## src/rtl/l2_arb_pkg.sv

```systemverilog
// Shared types and default widths for the L2 CPU-side arbiter.
package l2_arb_pkg;

   localparam int DEF_ADDR_W = 32;
   localparam int DEF_LINE_W = 256;

   typedef enum logic [2:0] {
      IDLE,
      GRANT_I,
      GRANT_D,
      RESP_I,
      RESP_D
   } arb_state_t;

   typedef enum logic {
      REQ_I,
      REQ_D
   } req_id_t;

endpackage

```

## src/rtl/sat_counter.sv

```systemverilog
// Saturating up-counter: one cycle from inc to value, sticks at all-ones.
// No backpressure; inc is ignored once saturated.
module sat_counter #(
   parameter int W = 16
) (
   input  logic         clk,
   input  logic         rst,
   input  logic         inc,
   output logic [W-1:0] value
);

   localparam logic [W-1:0] ONE = W'(1);
   localparam logic [W-1:0] MAX = {W{1'b1}};

   always_ff @(posedge clk) begin
      if (rst)
         value <= '0;
      else if (inc && (value != MAX))
         value <= value + ONE;
   end

endmodule

```

## src/rtl/l2_arbiter.sv

```systemverilog
// Two-requester (I/D) arbiter holding one latched transaction on the L2 port.
// Command one cycle after request; requesters hold until their resp pulse.
module l2_arbiter
   import l2_arb_pkg::*;
#(
   parameter int ADDR_W       = DEF_ADDR_W,
   parameter int LINE_W       = DEF_LINE_W,
   parameter bit FIXED_D_PRIO = 1'b0,
   parameter int CNT_W        = 16
) (
   input  logic              clk,
   input  logic              rst,
   input  logic              i_read,
   input  logic [ADDR_W-1:0] i_addr,
   output logic [LINE_W-1:0] i_rdata,
   output logic              i_resp,
   input  logic              d_read,
   input  logic              d_write,
   input  logic [ADDR_W-1:0] d_addr,
   input  logic [LINE_W-1:0] d_wdata,
   output logic [LINE_W-1:0] d_rdata,
   output logic              d_resp,
   output logic              l2_read,
   output logic              l2_write,
   output logic [ADDR_W-1:0] l2_addr,
   output logic [LINE_W-1:0] l2_wdata,
   input  logic [LINE_W-1:0] l2_rdata,
   input  logic              l2_resp,
   output logic [CNT_W-1:0]  conflicts
);

   arb_state_t        state, state_nxt;
   req_id_t           rr_last, rr_last_nxt;
   logic              read_nxt, write_nxt, i_resp_nxt, d_resp_nxt;
   logic [ADDR_W-1:0] addr_nxt;
   logic [LINE_W-1:0] wdata_nxt, i_rdata_nxt, d_rdata_nxt;
   logic              i_req, d_req, pick_d, conflict;

   assign i_req = i_read;
   assign d_req = d_read | d_write;

   always_ff @(posedge clk) begin
      if (rst) begin
         state    <= IDLE;
         rr_last  <= REQ_D;
         l2_read  <= 1'b0;
         l2_write <= 1'b0;
         l2_addr  <= '0;
         l2_wdata <= '0;
         i_rdata  <= '0;
         d_rdata  <= '0;
         i_resp   <= 1'b0;
         d_resp   <= 1'b0;
      end else begin
         state    <= state_nxt;
         rr_last  <= rr_last_nxt;
         l2_read  <= read_nxt;
         l2_write <= write_nxt;
         l2_addr  <= addr_nxt;
         l2_wdata <= wdata_nxt;
         i_rdata  <= i_rdata_nxt;
         d_rdata  <= d_rdata_nxt;
         i_resp   <= i_resp_nxt;
         d_resp   <= d_resp_nxt;
      end
   end

   always_comb begin
      state_nxt   = state;
      rr_last_nxt = rr_last;
      read_nxt    = l2_read;
      write_nxt   = l2_write;
      addr_nxt    = l2_addr;
      wdata_nxt   = l2_wdata;
      i_rdata_nxt = i_rdata;
      d_rdata_nxt = d_rdata;
      i_resp_nxt  = 1'b0;
      d_resp_nxt  = 1'b0;
      pick_d      = 1'b0;
      conflict    = 1'b0;

      case (state)
         IDLE: begin
            if (i_req && d_req) begin
               conflict = 1'b1;
               pick_d   = FIXED_D_PRIO ? 1'b1 : (rr_last == REQ_I);
            end else begin
               pick_d   = d_req;
            end
            if (i_req || d_req) begin
               if (pick_d) begin
                  // Write wins if both D strobes are (illegally) high.
                  state_nxt = GRANT_D;
                  addr_nxt  = d_addr;
                  wdata_nxt = d_wdata;
                  write_nxt = d_write;
                  read_nxt  = d_read & ~d_write;
               end else begin
                  state_nxt = GRANT_I;
                  addr_nxt  = i_addr;
                  read_nxt  = 1'b1;
                  write_nxt = 1'b0;
               end
            end
         end
         GRANT_I: begin
            if (l2_resp) begin
               state_nxt   = RESP_I;
               i_rdata_nxt = l2_rdata;
               i_resp_nxt  = 1'b1;
               read_nxt    = 1'b0;
               write_nxt   = 1'b0;
               rr_last_nxt = REQ_I;
            end
         end
         GRANT_D: begin
            if (l2_resp) begin
               state_nxt   = RESP_D;
               d_rdata_nxt = l2_rdata;
               d_resp_nxt  = 1'b1;
               read_nxt    = 1'b0;
               write_nxt   = 1'b0;
               rr_last_nxt = REQ_D;
            end
         end
         RESP_I, RESP_D: begin
            state_nxt = IDLE;
         end
         default: begin
            state_nxt = IDLE;
         end
      endcase
   end

   sat_counter #(
      .W (CNT_W)
   ) u_conflicts (
      .clk   (clk),
      .rst   (rst),
      .inc   (conflict),
      .value (conflicts)
   );

endmodule

```

## config.mk

```make
export PLATFORM = sky130hd
export DESIGN_NAME = l2_arbiter
export DESIGN_NICKNAME = d
export VERILOG_FILES = /design/src/rtl/l2_arb_pkg.sv /design/src/rtl/sat_counter.sv /design/src/rtl/l2_arbiter.sv
export SDC_FILE = /design/constraint.sdc
export NUM_CORES = 1
export LEC_CHECK = 0
export ABC_AREA = 1
export BUFFER_PORTS_ARGS = -buffer_cell sky130_fd_sc_hd__buf_4
export CORE_AREA = 3 3 552 554
export DETAILED_ROUTE_END_ITERATION = 8
export DIE_AREA = 0 0 555 557
export SLEW_MARGIN = 20
export SYNTH_ARGS = -nofsm -noshare
export SYNTH_HDL_FRONTEND = slang
export SYNTH_SLANG_ARGS = --single-unit
```

## constraint.sdc

```tcl
create_clock -name clk -period 4.6 [get_ports clk]
set_input_delay 0.23 -clock clk [delete_from_list [all_inputs] [get_ports clk]]
set_output_delay 0.23 -clock clk [all_outputs]
set_load 0.005 [all_outputs]
```

# Word-level counts from Yosys, hierarchy flattened
# Index checks and enable logic that the tools add are counted.
# classes
add_sub_neg	1
n_eq_ne	7
muxes	20
n_bitwise	6
n_reduce_logical	16
# op_table
op	count
32-bit 2-to-1 mux	1
16-bit by 1-bit adder with 16-bit output (second input constant)	1
16-bit inequality test (second input constant)	1
3-bit AND reduction	4
1-bit 2-to-1 mux	11
3-bit 2-to-1 mux	3
3-bit case mux with 3 select lines	1
2-bit inequality test (second input constant)	3
1-bit case mux with 2 select lines	3
2-bit AND reduction	3
2-bit OR reduction	3
1-bit inverter	4
2-bit nonzero test	2
3-bit by 1-bit == test with 1-bit output (second input constant)	1
3-bit by 2-bit == test with 1-bit output (second input constant)	1
3-bit logical NOT	1
1-bit logical AND	2
2-bit 2-to-1 mux	1
2-bit by 1-bit inequality test with 1-bit output (second input constant)	1
1-bit AND	1
1-bit logical OR	1
1-bit bitwise OR	1
# totals
reg_bits	824
inputBits	582
output_inout_bits	820
word_cells	61

# Logic depth before layout (Yosys ltp)
# Gate-level depths: netlist of run 1.
# depth
word_depth	7
ltp_mapped	9
mapped_depth_nobuf	9

# Modules after synthesis
# A second synthesis of run 1 with hierarchy kept.
# unflattened
cells_unflattened	3721
area_unflattened_um2	28526.1
# modules_own_cells
mod	n_inst	cells_per_inst	area_each_um2	seq_area_each_um2
l2_arbiter	1	3572	27596.5	16175.5
sat_counter	1	149	929.6	320.3

# Worst setup path before layout of run 1
# No wires, ideal clock.
# synth_timing
path_kind	reg2reg
start	reg u_conflicts.value[0]
end	reg u_conflicts.value[10]
setup_ns	0.132
arrival_time_ns	1.426
t_required_ns	4.468
setup_slack_ns	3.042
path_stages_with_launch	10
n_path_buf	1
period_less_slack_ns	1.558
path_cell_list	dfxtp_1 ha_1 inv_1 nor2_1 nand2_1 nor2_1 nor2_4 buf_4 nand2_1 a21oi_1
# synth_via
elab_chain_len	2
elab_cells_between_ends	3
cone_classes	1 x add/sub; 1 x eq/ne; 1 x reduce/logical
# synth_lines
item	line_no	source
from (decl)	sat_counter.sv:9	output logic [W-1:0] value
from (signal assigned)	sat_counter.sv:19	value <= value + ONE;
parallel branches: the longest is 2 deep, another holds 16-bit by 1-bit adder with 16-bit output	-	
# Parallel ways; which one is timed is not known.
# A chain may end at the register's enable or synchronous reset.

# Worst setup path in the final report of run 1
# layout_timing
start	reg state[0]
end	reg i_rdata[190]
# layout_via
elab_chain_len	2
# layout_lines
item	line_no	source
from (decl)	l2_arbiter.sv:32	arb_state_t state, state_nxt;
from (signal assigned)	l2_arbiter.sv:55	state <= state_nxt;
3-bit by 1-bit == test with 1-bit output	l2_arbiter.sv:82	case (state)
2-bit AND reduction (no line)	-	
to (signal assigned)	l2_arbiter.sv:61	i_rdata <= i_rdata_nxt;
to (decl)	l2_arbiter.sv:15	output logic [LINE_W-1:0] i_rdata,
# Every way passes these cells.

==> impl_metrics.json, run 1 <==
{
  "status": "finished, final reports clean",
  "via_per_inst": 3.36,
  "clockBufferDepth": 4,
  "cts_buffers": 105,
  "seq_area_frac_synth": 0.588,
  "hold_viol": 0,
  "maxSlewViolCount": 0,
  "reg2reg_slack_ns": 1.72,
  "hold-path-endpoint": "u_conflicts.value[12]",
  "worstPathRequired_ns": 5.31,
  "combPwrFrac": 0.325,
  "grt_pass1_wl_microns": 285000,
  "first_pass_iters": 5,
  "gp_congestion": 0.878,
  "rr_worst_depth": 5,
  "skew_ns": 0.0492,
  "path_cells": "nand4_4, inv_8, buf_12, o21ai_0, a21oi_1",
  "syn_inst": 3369,
  "post-route-period-util": 0.626,
  "placed_cells": 8518,
  "die_y_microns": 557,
  "cts.sinks": 824,
  "syn_nets": 3952,
  "wire_per_inst_microns": 23.9,
  "die_w_microns": 555,
  "pwr-share-seq": 0.359,
  "min_period_ns": 2.88,
  "rows": 201,
  "clock_latency_ns": 0.85,
  "worst_hold_slack_ns": 0.180,
  "clk_pin_slew_worst_paths_ns": 0.06,
  "whs_path_depth": 7,
  "synth_mux_area_frac": 0,
  "antenna_found_initial": 186,
  "grt_max_degree": 163,
  "grt_use_total": 0.137,
  "cp.arrival_ns": 3.59,
  "root_buffer": "clkbuf_16",
  "synthXorXnorAreaFrac": 0.00219,
  "pre_cts_ws_ns": 1.67,
  "start_util": 0.0935,
  "drt-initial-drc-count": 2171,
  "drc": 0,
  "final_core_util": 0.174,
  "ys_ff_latch": 824,
  "end_kind": "flop",
  "cts_setup_buffers": 0,
  "rsz0062_at_grt": "no",
  "cts_tree": "yes",
  "hold_class": "in2reg",
  "finalWorstSetupSlack_ns": 1.72,
  "ir_drop_v": 0.000347,
  "coreArea_sq_mm": 0.300,
  "max_clock_freq_mhz": 347,
  "worst-path-max-fanout": 90,
  "final_common_cell": "buf_4",
  "switching_share": 0.356,
  "drive_gt1_frac": 0.304,
  "crit_slowest_cell": "inv_8",
  "setup_tns_ns": 0,
  "vias": 31415,
  "synth_cell_types": 25,
  "io_pins": 1402,
  "internal-power_mw": 17.3,
  "setup_viol": 0,
  "dieArea_sq_mm": 0.309,
  "cts_resized": 0,
  "p_clk_frac": 0.316,
  "grt_pass1_vias": 30502,
  "fin_nets": 5831,
  "critPathKind": "reg2reg",
  "gr-total-overflow": 0,
  "synth-simple-area-share": 0.138,
  "critical_path.max_stage_delay_ns": 0.74,
  "p_per_area_mw_per_mm2": 515,
  "syn_avg_cell_area_sq_um": 8.32,
  "worst_pin_slew_ns": 1.05,
  "drt-total-wl_microns": 223000,
  "portBuffers": 1401,
  "maxCapViolCount": 0,
  "timing.rr.end": "i_rdata[190]",
  "ant_nets": 0,
  "mostFrequentLayoutCells": "buf_4, dfxtp_1, nor2_1, o21ai_0, dlygate4sd3_1",
  "area_growth_pct": 86.2,
  "synth-compound-area-share": 0.199,
  "synth_top_family_by_area": "compound AO/OA/AOI/OAI gates",
  "syn_area_sq_mm": 0.0280,
  "start_kind": "flop",
  "netSwitchingPower_mw": 9.56,
  "synthAdderAreaFrac": 0.000446,
  "p_leak_nw": 22.5,
  "slew_headroom": 0.301,
  "dpl.hpwl_microns": 183000,
  "reg2reg_from": "state[0]",
  "hp-start": "d_read",
  "final_cells": 9344,
  "htree_levels": 3,
  "yosys_warnings": 0
}
-- sequential cells by signal, summed over array words and instances (netlist names), 3 cells and up --
signal	cells
state	3
d_rdata	256
i_rdata	256
l2_wdata	256
u_conflicts.value	16
l2_addr	32
-- per-stage QoR --
step                      total power [mW]  instance area (sq um)
after floorplan                       12.6                  28000
final                                 26.9                  52200
after CTS                             27.4                  52100
after global placement                18.0                  42800
after detailed placement              18.0                  42800
after global routing                  28.4                  52100
-- Yosys cell counts (all sizes together) --
master    n  area (sq um)
nand3    15          80.1
a22o     57           499
dfxtp   824         16500
a21oi   221          1130
inv     222           833
buf     155           865
ha        1          12.5
xor2      4          35.0
clkbuf   90           338
nand2   331          1240
xnor2     3          26.3
nor2    657          2480
a31oi    32           200
nand4     8          56.3
o21ai   749          3750
-- power groups by stage --
stage,Combinational [mW],Clock (mW),Sequential [mW]
2_1_floorplan,2.82,0,9.78
3_3_place_gp,8.23,0,9.73
3_5_place_dp,8.29,0,9.76
4_1_cts,8.99,8.77,9.64
5_1_grt,9.56,9.00,9.83
6_report,8.74,8.49,9.67
-- cell type report --
type                       instances  area [sq um]
multi-input combinational       2078          9540
inverter                         222           866
clock inverter                    47           538
timing repair buffer            2017         16700
sequential                       824         16500
tap                             3958          4950
fill                           33608        248000
antenna                           57           143
clock buffer                     141          2930
-- how the worst max path moves through the flow --
stage	to	startpoint	slack [ns]	depth (start not counted)
CTS	i_rdata[98]	state[0]	1.59	5
global route	i_rdata[165]	state[0]	1.45	5
detailed placement	i_rdata[105]	state[0]	1.67	5
global placement	i_rdata[217]	state[0]	1.75	5
floorplan	u_conflicts.value[10]	u_conflicts.value[0]	3.04	9
finish	i_rdata[190]	state[0]	1.72	5
-- per-layer routing --
layer | wire, microns | part of all wire | vias up | track usage
li1 | - | - | 14849 | -
met1 | 90400 | 0.40 | 14462 | 0.162
met2 | 92200 | 0.41 | 1525 | 0.203
met3 | 24700 | 0.11 | 453 | 0.0623
met4 | 15400 | 0.069 | 126 | 0.0806
met5 | 783 | 0.0035 | - | 0
-- repair_timing --
action,in CTS,in global routing
hold buffers,581,0
setup endpoints to repair,0,0
hold endpoints to repair,817,0
-- critical path, delay by kind of cell, from the launching register on --
family,cells,cell delay [ns]
buffers and inverters,2,1.13
AND/OR/NAND/NOR,1,0.62
flip-flops,1,0.45
AO/OA/AOI/OAI,2,0.35
-- kinds of logic (layout without fill, tap and decap cells) --
logic type | count (synthesis) | after routing
fa+ha+maj | 1 | 1
buf+inv | 467 | 2427
compound gates | 1059 | 1059
xor+xnor | 7 | 7
flops | 824 | 824
other cells | 0 | 57
simple gates | 1011 | 1011
Note: power is estimated with default switching activity, not from simulation.
==> run 2, diff against run 1 <==
CORE_AREA = 3 3 553 555   (was 3 3 552 554)
DIE_AREA = 0 0 556 558   (was 0 0 555 557)
clock period = 2.65 ns   (was 4.6 ns; I/O delays follow)
==> run 2 against run 1 <==
Final area is 2.7% higher. Non-clock buffer count is 120 higher. Final cell count is 1.5% higher. Flip-flop and latch count stayed put. Largest power group unchanged. Highest routed layer unchanged.
==> impl_metrics.json, run 2 (synthesis results as in run 1) <==
{
  "status": "finished, final reports clean",
  "worst_path_most_repeated_cell": "dlygate4sd3_1",
  "drt-total-wl_microns": 230000,
  "final_common_cell": "buf_4",
  "start_util": 0.0928,
  "rows": 202,
  "htree_levels": 3,
  "whs_path_depth": 4,
  "cp.arrival_ns": 3.25,
  "clock_latency_ns": 0.85,
  "drt-initial-drc-count": 2036,
  "worstPathRequired_ns": 3.38,
  "final_cells": 9485,
  "netSwitchingPower_mw": 16.8,
  "hold_viol": 0,
  "clk_pin_slew_worst_paths_ns": 0.06,
  "grt_pass1_vias": 31389,
  "worst_hold_slack_ns": 0.122,
  "mostFrequentLayoutCells": "buf_4, dfxtp_1, dlygate4sd3_1, nor2_1, o21ai_0",
  "wire_per_inst_microns": 24.2,
  "skew_ns": 0.0646,
  "path_cells": "a21oi_4, buf_4, nand2_1, dlygate4sd3_1, a31oi_1, dlygate4sd3_1",
  "cts.sinks": 824,
  "start_kind": "flop",
  "gp_congestion": 0.912,
  "p_per_area_mw_per_mm2": 885,
  "worst_pin_slew_ns": 0.849,
  "portBuffers": 1401,
  "slew_headroom": 0.434,
  "end_kind": "flop",
  "grt_use_total": 0.140,
  "die_w_microns": 556,
  "io_pins": 1402,
  "reg.largest.list": "d_rdata: 256 flops, i_rdata: 256 flops, l2_wdata: 256 flops",
  "gr-total-overflow": 0,
  "combPwrFrac": 0.328,
  "rr_worst_depth": 6,
  "grt_pass1_wl_microns": 292000,
  "p_clk_frac": 0.318,
  "cts_resized": 0,
  "p_leak_nw": 23.1,
  "dpl.hpwl_microns": 189000,
  "setup_viol": 0,
  "post-route-period-util": 0.953,
  "root_buffer": "clkbuf_16",
  "cts_setup_buffers": 0,
  "setup_tns_ns": 0,
  "dieArea_sq_mm": 0.310,
  "via_per_inst": 3.42,
  "maxCapViolCount": 0,
  "pre_cts_ws_ns": 0.591,
  "clockBufferDepth": 4,
  "ir_drop_v": 0.000492,
  "first_pass_iters": 7,
  "drc": 0,
  "worst-path-max-fanout": 34,
  "area_growth_pct": 91.3,
  "cts_buffers": 105,
  "crit_slowest_cell": "dlygate4sd3_1",
  "cts_tree": "yes",
  "rsz0062_at_grt": "no",
  "placed_cells": 8566,
  "ant_nets": 0,
  "drive_gt1_frac": 0.304,
  "critical_path.max_stage_delay_ns": 0.60,
  "internal-power_mw": 30.7,
  "max_clock_freq_mhz": 396,
  "pwr-share-seq": 0.354,
  "critPathKind": "reg2reg",
  "maxSlewViolCount": 0,
  "hold_class": "in2reg",
  "grt_max_degree": 164,
  "vias": 32413,
  "min_period_ns": 2.52,
  "antenna_found_initial": 177,
  "coreArea_sq_mm": 0.302,
  "fin_nets": 5951,
  "switching_share": 0.353,
  "die_y_microns": 558,
  "finalWorstSetupSlack_ns": 0.125
}
## run 2: final timing paths
path                       end  slack, ns    startpoint
hold reg to reg   d_rdata[189]       0.45  d_rdata[189]
setup reg to reg   l2_addr[14]       0.13       rr_last
hold / removal     i_rdata[55]       0.12  l2_rdata[55]
setup / recovery   l2_addr[14]       0.13       rr_last
## run 2: layer usage
metal,global-route usage,vias to the layer above,part of all wire
met3,0.0626,504,0.11
met4,0.0716,126,0.059
li1,-,15112,-
met2,0.210,1696,0.42
met1,0.168,14975,0.41
met5,0,-,0.0037
## run 2: cell type report
| cell class | instances | area [sq um] |
|---|---|---|
| Fill cell | 33685 | 248000 |
| Timing Repair Buffer | 2137 | 18000 |
| Sequential cell | 824 | 16500 |
| Multi-Input combinational cell | 2078 | 9540 |
| Tap cell | 3978 | 4980 |
| Clock buffer | 141 | 2970 |
| Inverter | 222 | 866 |
| Clock inverter | 48 | 613 |
| Antenna cell | 57 | 143 |
## run 2: critical path: cells and delay by family, from the launching register on
family,cells,cell delay [ns]
compound gates,2,0.42
buf+inv,3,1.57
flops,1,0.34
simple gates,1,0.11
## run 2: power by group through the flow
stage               Combinational (mW)  Clock, mW  Sequential [mW]
finish                            15.6       15.1             16.8
global route                      17.0       16.0             17.1
CTS                               15.9       15.6             16.8
detailed placement                14.4          0             17.0
global placement                  14.3          0             16.9
floorplan                         4.90          0             17.0
## run 2: per-stage QoR
step / power (mW) / util / area (sq um)
floorplan: 21.9 / - / 28000
global placement: 31.3 / 0.143 / 43200
detailed placement: 31.4 / 0.143 / 43200
global route: 50.1 / 0.177 / 53600
CTS: 48.3 / 0.177 / 53500
finish: 47.5 / 0.178 / 53600
## run 2: repair_timing
item                                   4_1_cts  5_1_grt
hold buffers                               673        0
setup endpoints to repair                    0        0
endpoints found under the hold margin      822        0
==> run 3, diff against run 2 <==
clock period = 2.9 ns   (was 2.65 ns; I/O delays follow)
==> run 3 against run 2 <==
Final cell count is 0.84% lower. Core utilization shrank 0.31 points. Flip-flop and latch count did not move. Largest power group unchanged. Via count is 1.7% lower. Sequential share of layout area increased by 0.55 points. Largest cell class unchanged. Clock power shrank 11%. Non-clock buffer count fell by 69. Hold slack improved by 0.0022 ns. Power is 9.9% lower. Clock-buffer cell count increased by 1.
==> impl_metrics.json, run 3 (synthesis results as in run 1) <==
{
  "post-route-period-util": 0.895,
  "start_kind": "flop",
  "drc": 0,
  "drt-total-wl_microns": 227000,
  "skew_ns": 0.0337,
  "end_kind": "flop",
  "rr_worst_depth": 7,
  "rows": 202,
  "maxCapViolCount": 0,
  "p_total_mw": 42.8,
  "vias": 31854,
  "hold_viol": 0,
  "dpl.hpwl_microns": 188000,
  "portBuffers": 1401,
  "die_y_microns": 558,
  "status": "finished, final reports clean",
  "whs_path_depth": 4,
  "min_period_ns": 2.60,
  "dieArea_sq_mm": 0.310,
  "die_w_microns": 556,
  "gr-total-overflow": 0,
  "maxSlewViolCount": 0,
  "cp.arrival_ns": 3.26,
  "final_cells": 9405,
  "wire_per_inst_microns": 24.1,
  "first_pass_iters": 5,
  "area_growth_pct": 87.9,
  "placed_cells": 8560,
  "coreArea_sq_mm": 0.302,
  "mostFrequentLayoutCells": "buf_4, dfxtp_1, nor2_1, dlygate4sd3_1, o21ai_0",
  "grt_pass1_vias": 30881,
  "ant_nets": 0,
  "worstPathRequired_ns": 3.57,
  "grt_use_total": 0.139,
  "internal-power_mw": 27.7,
  "slew_headroom": 0.241,
  "worst_pin_slew_ns": 1.14,
  "reg.largest.list": "d_rdata: 256 flops, i_rdata: 256 flops, l2_wdata: 256 flops",
  "cts.sinks": 824,
  "cts_tree": "yes",
  "cts_setup_buffers": 0,
  "setup_tns_ns": 0,
  "cts_buffers": 103,
  "pwr-share-seq": 0.359,
  "final_common_cell": "buf_4",
  "critPathKind": "reg2reg",
  "p_leak_nw": 22.7,
  "rsz0062_at_grt": "no",
  "clockBufferDepth": 4,
  "max_clock_freq_mhz": 385,
  "switching_share": 0.352,
  "p_per_area_mw_per_mm2": 812,
  "gp_congestion": 0.908,
  "drive_gt1_frac": 0.305,
  "worst-path-max-fanout": 34,
  "drt-initial-drc-count": 1921,
  "clk_pin_slew_worst_paths_ns": 0.06,
  "root_buffer": "clkbuf_16",
  "grt_max_degree": 164,
  "netSwitchingPower_mw": 15.0,
  "fillers": 33718,
  "io_pins": 1402,
  "htree_levels": 3,
  "setup_viol": 0,
  "combPwrFrac": 0.327,
  "seq_area_sq_mm": 0.0165,
  "ir_drop_v": 0.000477,
  "grt_pass1_wl_microns": 290000,
  "antenna_found_initial": 146,
  "start_util": 0.0928,
  "p_clk_frac": 0.314,
  "clock_latency_ns": 0.81,
  "cts_resized": 0,
  "hold_class": "in2reg",
  "via_per_inst": 3.39,
  "multiInputGateArea_sq_mm": 0.00954,
  "fin_nets": 5880
}
## run 3: changes by cell type in the layout (fill, tap and decap cells not counted), moves of 2 or more
cell | previous run | this run
clkinv_2 | 14 | 7
clkbuf_1 | 15 | 18
inv_8 | 10 | 7
clkinv_4 | 2 | 4
clkinvlp_4 | 4 | 7
dlygate4sd3_1 | 673 | 610
inv_6 | 10 | 6
buf_4 | 1440 | 1444
buf_12 | 24 | 14
inv_16 | 2 | 0
clkbuf_8 | 21 | 19
## run 3: power by group through the flow
| stage | clock (mW) | combinational [mW] | sequential (mW) |
|---|---|---|---|
| after global placement | 0 | 13.1 | 15.5 |
| final | 13.4 | 14.0 | 15.4 |
| after global routing | 14.2 | 15.3 | 15.6 |
| after CTS | 13.9 | 14.3 | 15.3 |
| after detailed placement | 0 | 13.1 | 15.5 |
| after floorplan | 0 | 4.48 | 15.5 |
## run 3: timing repair
item                                    in CTS  in global routing
endpoints found under the hold margin      822                  0
endpoints found under the setup margin       0                  0
hold buffers                               610                  0
## run 3: layer usage
metal / routed length, microns / track usage / vias to the layer above
met5: 647 / 0 / -
met4: 10600 / 0.0560 / 98
met3: 22100 / 0.0538 / 436
met2: 97300 / 0.214 / 1564
met1: 96500 / 0.172 / 14810
li1: - / - / 14946
## run 3: critical path, cell delays in order (launching register included)
cell and delay [ns]:
dfxtp_1 0.34, a21oi_4 0.21, buf_4 0.40, inv_1 0.38
buf_4 0.31, nand2_1 0.11, a31oi_1 0.11, dlygate4sd3_1 0.60
## run 3: cell type report
| type | count | share of cell area |
|---|---|---|
| antenna | 56 | 0.00266 |
| clock buffer | 142 | 0.0561 |
| clock inverter | 37 | 0.00940 |
| inverter | 222 | 0.0164 |
| multi-input combinational | 2078 | 0.181 |
| sequential | 824 | 0.313 |
| tap | 3978 | 0.0945 |
| timing repair buffer | 2068 | 0.327 |
## run 3: path summary, 6_finish.rpt
kind	slack, ns	endpoint	from
min reg2reg	0.46	d_rdata[99]	d_rdata[99]
max	0.30	l2_addr[12]	rr_last
min	0.12	l2_wdata[221]	d_wdata[221]
max reg2reg	0.30	l2_addr[12]	rr_last
## run 3: per-stage QoR
| stage | hold WS (ns) | worst slack [ns] | utilization | instance area [sq um] |
|---|---|---|---|---|
| after floorplan | 0.284 | 1.34 | - | 28000 |
| after global placement | 0.386 | 0.745 | 0.142 | 43000 |
| after detailed placement | 0.393 | 0.702 | 0.142 | 43000 |
| after CTS | 0.0259 | 0.381 | 0.174 | 52600 |
| after global routing | 0.0983 | 0.172 | 0.174 | 52600 |
| final | 0.125 | 0.303 | 0.174 | 52700 |
